==> src/rtl/spi_target.sv <==
// SPI mode-0 target on the iomem bus: oversampled pins, RX FIFO, TX holding register, sticky flags.
// Define SPI_TARGET_IRQ_EN to add the irq output and the interrupt-enable register at reg 3.
module spi_target #(
   parameter int         RX_DEPTH  = 4,
   parameter logic [7:0] IDLE_BYTE = 8'hFF
) (
   input  logic        clk,
   input  logic        reset,
   input  logic        iomem_valid,
   output logic        iomem_ready,
   input  logic [3:0]  iomem_wstrb,
   input  logic [31:0] iomem_addr,
   input  logic [31:0] iomem_wdata,
   output logic [31:0] iomem_rdata,
   input  logic        spi_sck,
   input  logic        spi_cs_n,
   input  logic        spi_mosi,
   output logic        spi_miso,
   output logic        spi_miso_oe
`ifdef SPI_TARGET_IRQ_EN
   ,
   output logic        irq
`endif
);

   localparam int          AW        = $clog2(RX_DEPTH);
   localparam logic [AW:0] DEPTH_CNT = (AW+1)'(RX_DEPTH);

   // Pin synchronisers; index 2 is the extra flop used only for edge detection
   logic [2:0] sck_sync;
   logic [2:0] cs_sync;
   logic [1:0] mosi_sync;

   logic sck_rise;
   logic sck_fall;
   logic cs_fall;
   logic selected;
   logic mosi_s;

   logic [2:0]    bit_cnt;
   logic [7:0]    rx_sh;
   logic [7:0]    tx_sh;
   logic [7:0]    hold;
   logic          hold_full;
   logic          ovr;
   logic          unr;
   logic          txo;

   logic [7:0]    mem [RX_DEPTH];
   logic [AW-1:0] wr_ptr;
   logic [AW-1:0] rd_ptr;
   logic [AW:0]   count;

   logic          rx_valid;
   logic          rx_full;
   logic          byte_done;
   logic          tx_load;
   logic          consume;
   logic          push;
   logic          pop;
   logic          hold_avail;
   logic [7:0]    rx_byte;
   logic [7:0]    tx_next;

   logic          access;
   logic          is_write;
   logic          is_read;
   logic [1:0]    reg_sel;
   logic          data_wr;
   logic          data_rd;
   logic          stat_wr;
   logic [2:0]    flag_clr;
   logic [31:0]   rd_word;

`ifdef SPI_TARGET_IRQ_EN
   logic [2:0]    ie;
`endif

   logic          unused_bits;
   assign unused_bits = &{1'b0, iomem_addr[31:4], iomem_addr[1:0], iomem_wdata[31:8], iomem_wdata[3]};

   always_ff @(posedge clk or posedge reset) begin
      if (reset) begin
         sck_sync  <= 3'b000;
         cs_sync   <= 3'b111;
         mosi_sync <= 2'b00;
      end else begin
         sck_sync  <= {sck_sync[1:0], spi_sck};
         cs_sync   <= {cs_sync[1:0], spi_cs_n};
         mosi_sync <= {mosi_sync[0], spi_mosi};
      end
   end

   assign sck_rise = sck_sync[1] & ~sck_sync[2];
   assign sck_fall = ~sck_sync[1] & sck_sync[2];
   assign cs_fall  = ~cs_sync[1] & cs_sync[2];
   assign selected = ~cs_sync[1];
   assign mosi_s   = mosi_sync[1];

   assign spi_miso    = tx_sh[7];
   assign spi_miso_oe = selected;

   // Bus decode: an access is the single cycle where valid is seen without ready
   assign access   = iomem_valid && !iomem_ready;
   assign is_write = access && (|iomem_wstrb);
   assign is_read  = access && !(|iomem_wstrb);
   assign reg_sel  = iomem_addr[3:2];
   assign data_wr  = is_write && (reg_sel == 2'd0);
   assign data_rd  = is_read && (reg_sel == 2'd0);
   assign stat_wr  = is_write && (reg_sel == 2'd1);
   assign flag_clr = stat_wr ? iomem_wdata[6:4] : 3'b000;

   assign rx_valid = (count != '0);
   assign rx_full  = (count == DEPTH_CNT);
   assign pop      = data_rd && rx_valid;

   // Byte boundary (8th selected rise) and CS fall both reload the transmit shifter
   assign byte_done = selected && !cs_fall && sck_rise && (bit_cnt == 3'd7);
   assign tx_load   = cs_fall || byte_done;
   assign consume   = tx_load && hold_full;
   assign tx_next   = hold_full ? hold : IDLE_BYTE;
   assign rx_byte   = {rx_sh[6:0], mosi_s};

   // A pop in the same cycle frees the slot, so a full FIFO still accepts the byte
   assign push       = byte_done && (!rx_full || pop);
   // A consume in the same cycle empties HOLD before the CPU write lands
   assign hold_avail = !hold_full || consume;

   always_ff @(posedge clk or posedge reset) begin
      if (reset) begin
         bit_cnt <= 3'd0;
         rx_sh   <= 8'd0;
         tx_sh   <= 8'd0;
      end else if (!selected) begin
         bit_cnt <= 3'd0;
      end else if (cs_fall) begin
         bit_cnt <= 3'd0;
         tx_sh   <= tx_next;
      end else if (sck_rise) begin
         rx_sh   <= rx_byte;
         bit_cnt <= bit_cnt + 3'd1;
         if (byte_done) begin
            tx_sh <= tx_next;
         end
      end else if (sck_fall && (bit_cnt != 3'd0)) begin
         tx_sh <= {tx_sh[6:0], 1'b0};
      end
   end

   always_ff @(posedge clk or posedge reset) begin
      if (reset) begin
         hold      <= 8'd0;
         hold_full <= 1'b0;
      end else if (data_wr && hold_avail) begin
         hold      <= iomem_wdata[7:0];
         hold_full <= 1'b1;
      end else if (consume) begin
         hold_full <= 1'b0;
      end
   end

   // Sticky flags: a set in the same cycle as a clear wins
   always_ff @(posedge clk or posedge reset) begin
      if (reset) begin
         ovr <= 1'b0;
         unr <= 1'b0;
         txo <= 1'b0;
      end else begin
         ovr <= (byte_done && !push) | (ovr & ~flag_clr[0]);
         unr <= (tx_load && !hold_full) | (unr & ~flag_clr[1]);
         txo <= (data_wr && !hold_avail) | (txo & ~flag_clr[2]);
      end
   end

   always_ff @(posedge clk) begin
      if (push) begin
         mem[wr_ptr] <= rx_byte;
      end
   end

   always_ff @(posedge clk or posedge reset) begin
      if (reset) begin
         wr_ptr <= '0;
         rd_ptr <= '0;
         count  <= '0;
      end else begin
         if (push) begin
            wr_ptr <= wr_ptr + 1'b1;
         end
         if (pop) begin
            rd_ptr <= rd_ptr + 1'b1;
         end
         case ({push, pop})
            2'b10:   count <= count + 1'b1;
            2'b01:   count <= count - 1'b1;
            default: count <= count;
         endcase
      end
   end

`ifdef SPI_TARGET_IRQ_EN
   always_ff @(posedge clk or posedge reset) begin
      if (reset) begin
         ie <= 3'b000;
      end else if (is_write && (reg_sel == 2'd3)) begin
         ie <= iomem_wdata[2:0];
      end
   end

   assign irq = (rx_valid & ie[0]) | (!hold_full & ie[1]) | ((ovr | unr | txo) & ie[2]);
`endif

   always_comb begin
      rd_word = 32'd0;
      case (reg_sel)
         2'd0: begin
            if (rx_valid) begin
               rd_word = {23'd0, 1'b1, mem[rd_ptr]};
            end
         end
         2'd1: rd_word = {25'd0, txo, unr, ovr, selected, !hold_full, rx_full, rx_valid};
         2'd2: rd_word = {{(31-AW){1'b0}}, count};
`ifdef SPI_TARGET_IRQ_EN
         2'd3: rd_word = {29'd0, ie};
`else
         2'd3: rd_word = 32'd0;
`endif
         default: rd_word = 32'd0;
      endcase
   end

   always_ff @(posedge clk or posedge reset) begin
      if (reset) begin
         iomem_ready <= 1'b0;
         iomem_rdata <= 32'd0;
      end else begin
         iomem_ready <= access;
         iomem_rdata <= is_read ? rd_word : 32'd0;
      end
   end

endmodule

==> config.mk <==
export PLATFORM = sky130hd
export DESIGN_NAME = spi_target
export DESIGN_NICKNAME = d
export VERILOG_FILES = /design/src/rtl/spi_target.sv
export SDC_FILE = /design/constraint.sdc
export NUM_CORES = 1
export LEC_CHECK = 0
export BUFFER_PORTS_ARGS = -buffer_cell sky130_fd_sc_hd__buf_2
export CAP_MARGIN = 20
export CORE_MARGIN = 5
export CORE_UTILIZATION = 56
export DETAILED_ROUTE_END_ITERATION = 10
export GPL_TIMING_DRIVEN = 0
export PLACE_DENSITY = 0.85
export SLEW_MARGIN = 20
export SYNTH_ARGS = -nofsm -noshare
export SYNTH_HDL_FRONTEND = slang
export SYNTH_SLANG_ARGS = --single-unit
==> constraint.sdc <==
create_clock -name clk -period 4.1 [get_ports clk]
set_clock_uncertainty 0.2 [all_clocks]
set_input_delay 1.025 -clock clk [delete_from_list [all_inputs] [get_ports clk]]
set_output_delay 1.025 -clock clk [all_outputs]
set_load 0.03 [all_outputs]
==> reports/metrics.yaml <==
routed_wl_um: 6690
cp-end-kind: "flip-flop"
yosysWarningCount: 0
fin_util_pct: 65.2
p_leak_nw: 1.91
numPortBuffers: 29
drc: 0
synth_seq_area_share_pct: 61.1
final-setup-viol-count: 0
synth_top_area_share_pct: 34.0
vias_per_cell: 5.34
gp_congestion: 0.795
regToRegEndpoint: "count[1]$_DFFE_PP0P_"
core_um2: 6720
cts-root-buf: "clkbuf_8"
rows: 30
fin_ws_ns: 0.698
drive_gt1_share_pct: 33.7
nets: 422
syn_inst: 277
htree_levels: 3
fillers: 501
grt-ovfl-total: 0
fmax_ghz: 0.294
synthArstFlopShare_pct: 63.2
cts_buffers: 9
synth_common_cells: "dfrtp_1 (52), edfxtp_1 (32), buf_4 (23)"
post_cts_resized: 0
rsz0062_at_grt: "no"
period_share_pct: 83.0
via_count: 2265
dpl.hpwl_um: 4590
tns_ns: 0
antenna_found_initial: 0
wl_per_cell_um: 15.8
grt_max_degree: 56
ios: 109
die_h_um: 92.7
grt_first_pass_wirelength_um: 11200
critPathLaunch: "iomem_wstrb[1]"
dieArea_um2: 8600
outcome: "complete, no violations"
worstPathArrival_ns: 3.47
max-vdd-ir-drop_mv: 0.240
final_hold_viol_count: 0
hp-class: "reg2reg"
ys_seq_elements: 87
reg2reg_depth: 9
cts_setup_buffers: 0
period_needed_ns: 3.40
powerDensity_nw_per_um2: 456
crit_required_ns: 4.17
pre_cts_ws_ns: 0.361
synth-main-ff-cell: "dfrtp_1"
critPathMaxFanout: 9
area_growth_pct: 14.4
syn-cell-area_um2: 3830
cp-endpoint: "count[2]$_DFFE_PP0P_"
synth.most_common_cell: "dfrtp_1"
first_iter_violations: 86
slew_headroom_pct: 53.9
syn_area_per_cell_um2: 13.8
ys_top_cells_by_area: "dfrtp_1 (34%), edfxtp_1 (25%), mux2_2 (6.2%)"
cts_hold_buf: 0
cts_tree: "yes"
clock_path_buffers: 2
antenna_cells: 0
grt_pass1_vias: 2247
holdWs_ns: 0.156
ant_nets: 0
rrSetupSlack_ns: 1.19
drtPass1Iterations: 4
clock-sinks: 87
drv_slew: 0
hold_depth: 0
clkSlewWorstSetupHoldPaths_ns: 0.08
synth_enable_flop_cells: 32
start_util_pct: 57.0
clk_latency_ns: 0.35
post-synth-top-area-cell: "dfrtp_1"
worstMarginPinSlew_ns: 0.685
max_cap_viol_count: 0
start_kind: "input pin"
crit_type: "in2reg"
synth_cell_types: 46
die_width_um: 92.7
timing.rr.start: "cs_sync[1]$_DFF_PP1_"
grt_use_total_pct: 17.0
per-layer routing:
layer	global-route usage (%)	share of wire, %	vias to the layer above
met5	0	0	-
met4	8.79	2.4	0
met3	3.25	6.7	17
met2	27.6	48	88
met1	21.8	43	1093
li1	-	-	1067
where the power goes:
| part | switching [W] | total, W | internal (W) |
|---|---|---|---|
| clock | 0.000292 | 0.000650 | 0.000358 |
| sequential | 0.0000641 | 0.00107 | 0.00101 |
| combinational | 0.000149 | 0.000279 | 0.000130 |
| total | 0.000506 | 0.00200 | 0.00149 |
how the worst min path moves through the flow:
| stage | startpoint | end | slack (ns) |
|---|---|---|---|
| after floorplan | mosi_sync[0]$_DFF_PP0_ | mosi_sync[1]$_DFF_PP0_ | 0.13 |
| after global placement | mosi_sync[0]$_DFF_PP0_ | mosi_sync[1]$_DFF_PP0_ | 0.13 |
| after detailed placement | sck_sync[0]$_DFF_PP0_ | sck_sync[1]$_DFF_PP0_ | 0.14 |
| after CTS | sck_sync[0]$_DFF_PP0_ | sck_sync[1]$_DFF_PP0_ | 0.16 |
| after global routing | cs_sync[0]$_DFF_PP1_ | cs_sync[1]$_DFF_PP1_ | 0.16 |
| final | sck_sync[0]$_DFF_PP0_ | sck_sync[1]$_DFF_PP0_ | 0.16 |
critical path: stages:
cell and delay (ns):
buf_2 0.11, or4_4 0.57, a2111oi_4 0.64, ha_1 0.30, inv_1 0.06, fa_1 0.37, xor2_1 0.15, nor2_1 0.11
xnor2_1 0.13
cell type report:
type | instances | area, µm² | share of cell area [%]
Sequential cell | 87 | 2340 | 53.4
Multi-Input combinational cell | 158 | 1280 | 29.1
Buffer | 33 | 218 | 4.97
Timing Repair Buffer | 29 | 145 | 3.31
Clock buffer | 10 | 138 | 3.14
Tap cell | 80 | 100 | 2.28
Clock inverter | 6 | 83.8 | 1.91
Inverter | 21 | 81.3 | 1.86
metrics by stage:
step                power (W)  instance area (µm²)  cells
finish                0.00200                 4380    424
global route          0.00209                 4380    424
CTS                   0.00201                 4380    424
detailed placement    0.00137                 4160    408
global placement      0.00135                 4160    408
floorplan             0.00130                 3910    299
sequential cells by signal (all words and copies together) (netlist names):
| signal | cells |
|---|---|
| hold | 8 |
| mosi_sync | 2 |
| sck_sync | 3 |
| iomem_rdata | 9 |
| mem | 32 |
| txo | 1 |
| wr_ptr | 2 |
| ovr | 1 |
| tx_sh | 8 |
| count | 3 |
| rx_sh | 7 |
| bit_cnt | 3 |
| unr | 1 |
| hold_full | 1 |
| iomem_ready | 1 |
| cs_sync | 3 |
| rd_ptr | 2 |
cell families after synthesis:
kind of cell / after synthesis / synth area share [%]
AOI/OAI and AO/OA: 36 / 6.89
muxes: 33 / 11.9
xor gates and xnor gates: 7 / 1.60
buffers and inverters: 54 / 7.74
DFF: 87 / 61.1
adders and majority gates: 9 / 3.14
other: 1 / 0.0979
and+or+nand+nor: 50 / 7.51
cells in the final DEF, fill, tap and decap left out, types with 2 or more instances in the layout:
| cell | instances |
|---|---|
| a211oi_1 | 2 |
| nor2b_1 | 4 |
| nand2b_1 | 3 |
| a31oi_1 | 7 |
| nor3_1 | 10 |
| a22o_1 | 2 |
| mux4_2 | 8 |
| xnor2_1 | 5 |
| buf_4 | 23 |
| and2_1 | 5 |
| xor2_1 | 2 |
| nor2_1 | 7 |
| o2bb2ai_1 | 2 |
| ha_1 | 8 |
| clkinv_2 | 3 |
| edfxtp_1 | 32 |
| inv_1 | 20 |
| dfrtp_1 | 52 |
| nand2_1 | 8 |
| nand3_1 | 4 |
| a21oi_1 | 3 |
| o21ai_0 | 10 |
| nand3b_1 | 2 |
| bufinv_16 | 2 |
| conb_1 | 23 |
| mux2i_1 | 4 |
| dfstp_2 | 3 |
| clkbuf_1 | 4 |
| buf_2 | 35 |
| clkbuf_8 | 10 |
| mux2_2 | 21 |
Note: power is estimated with default switching activity, not from simulation.
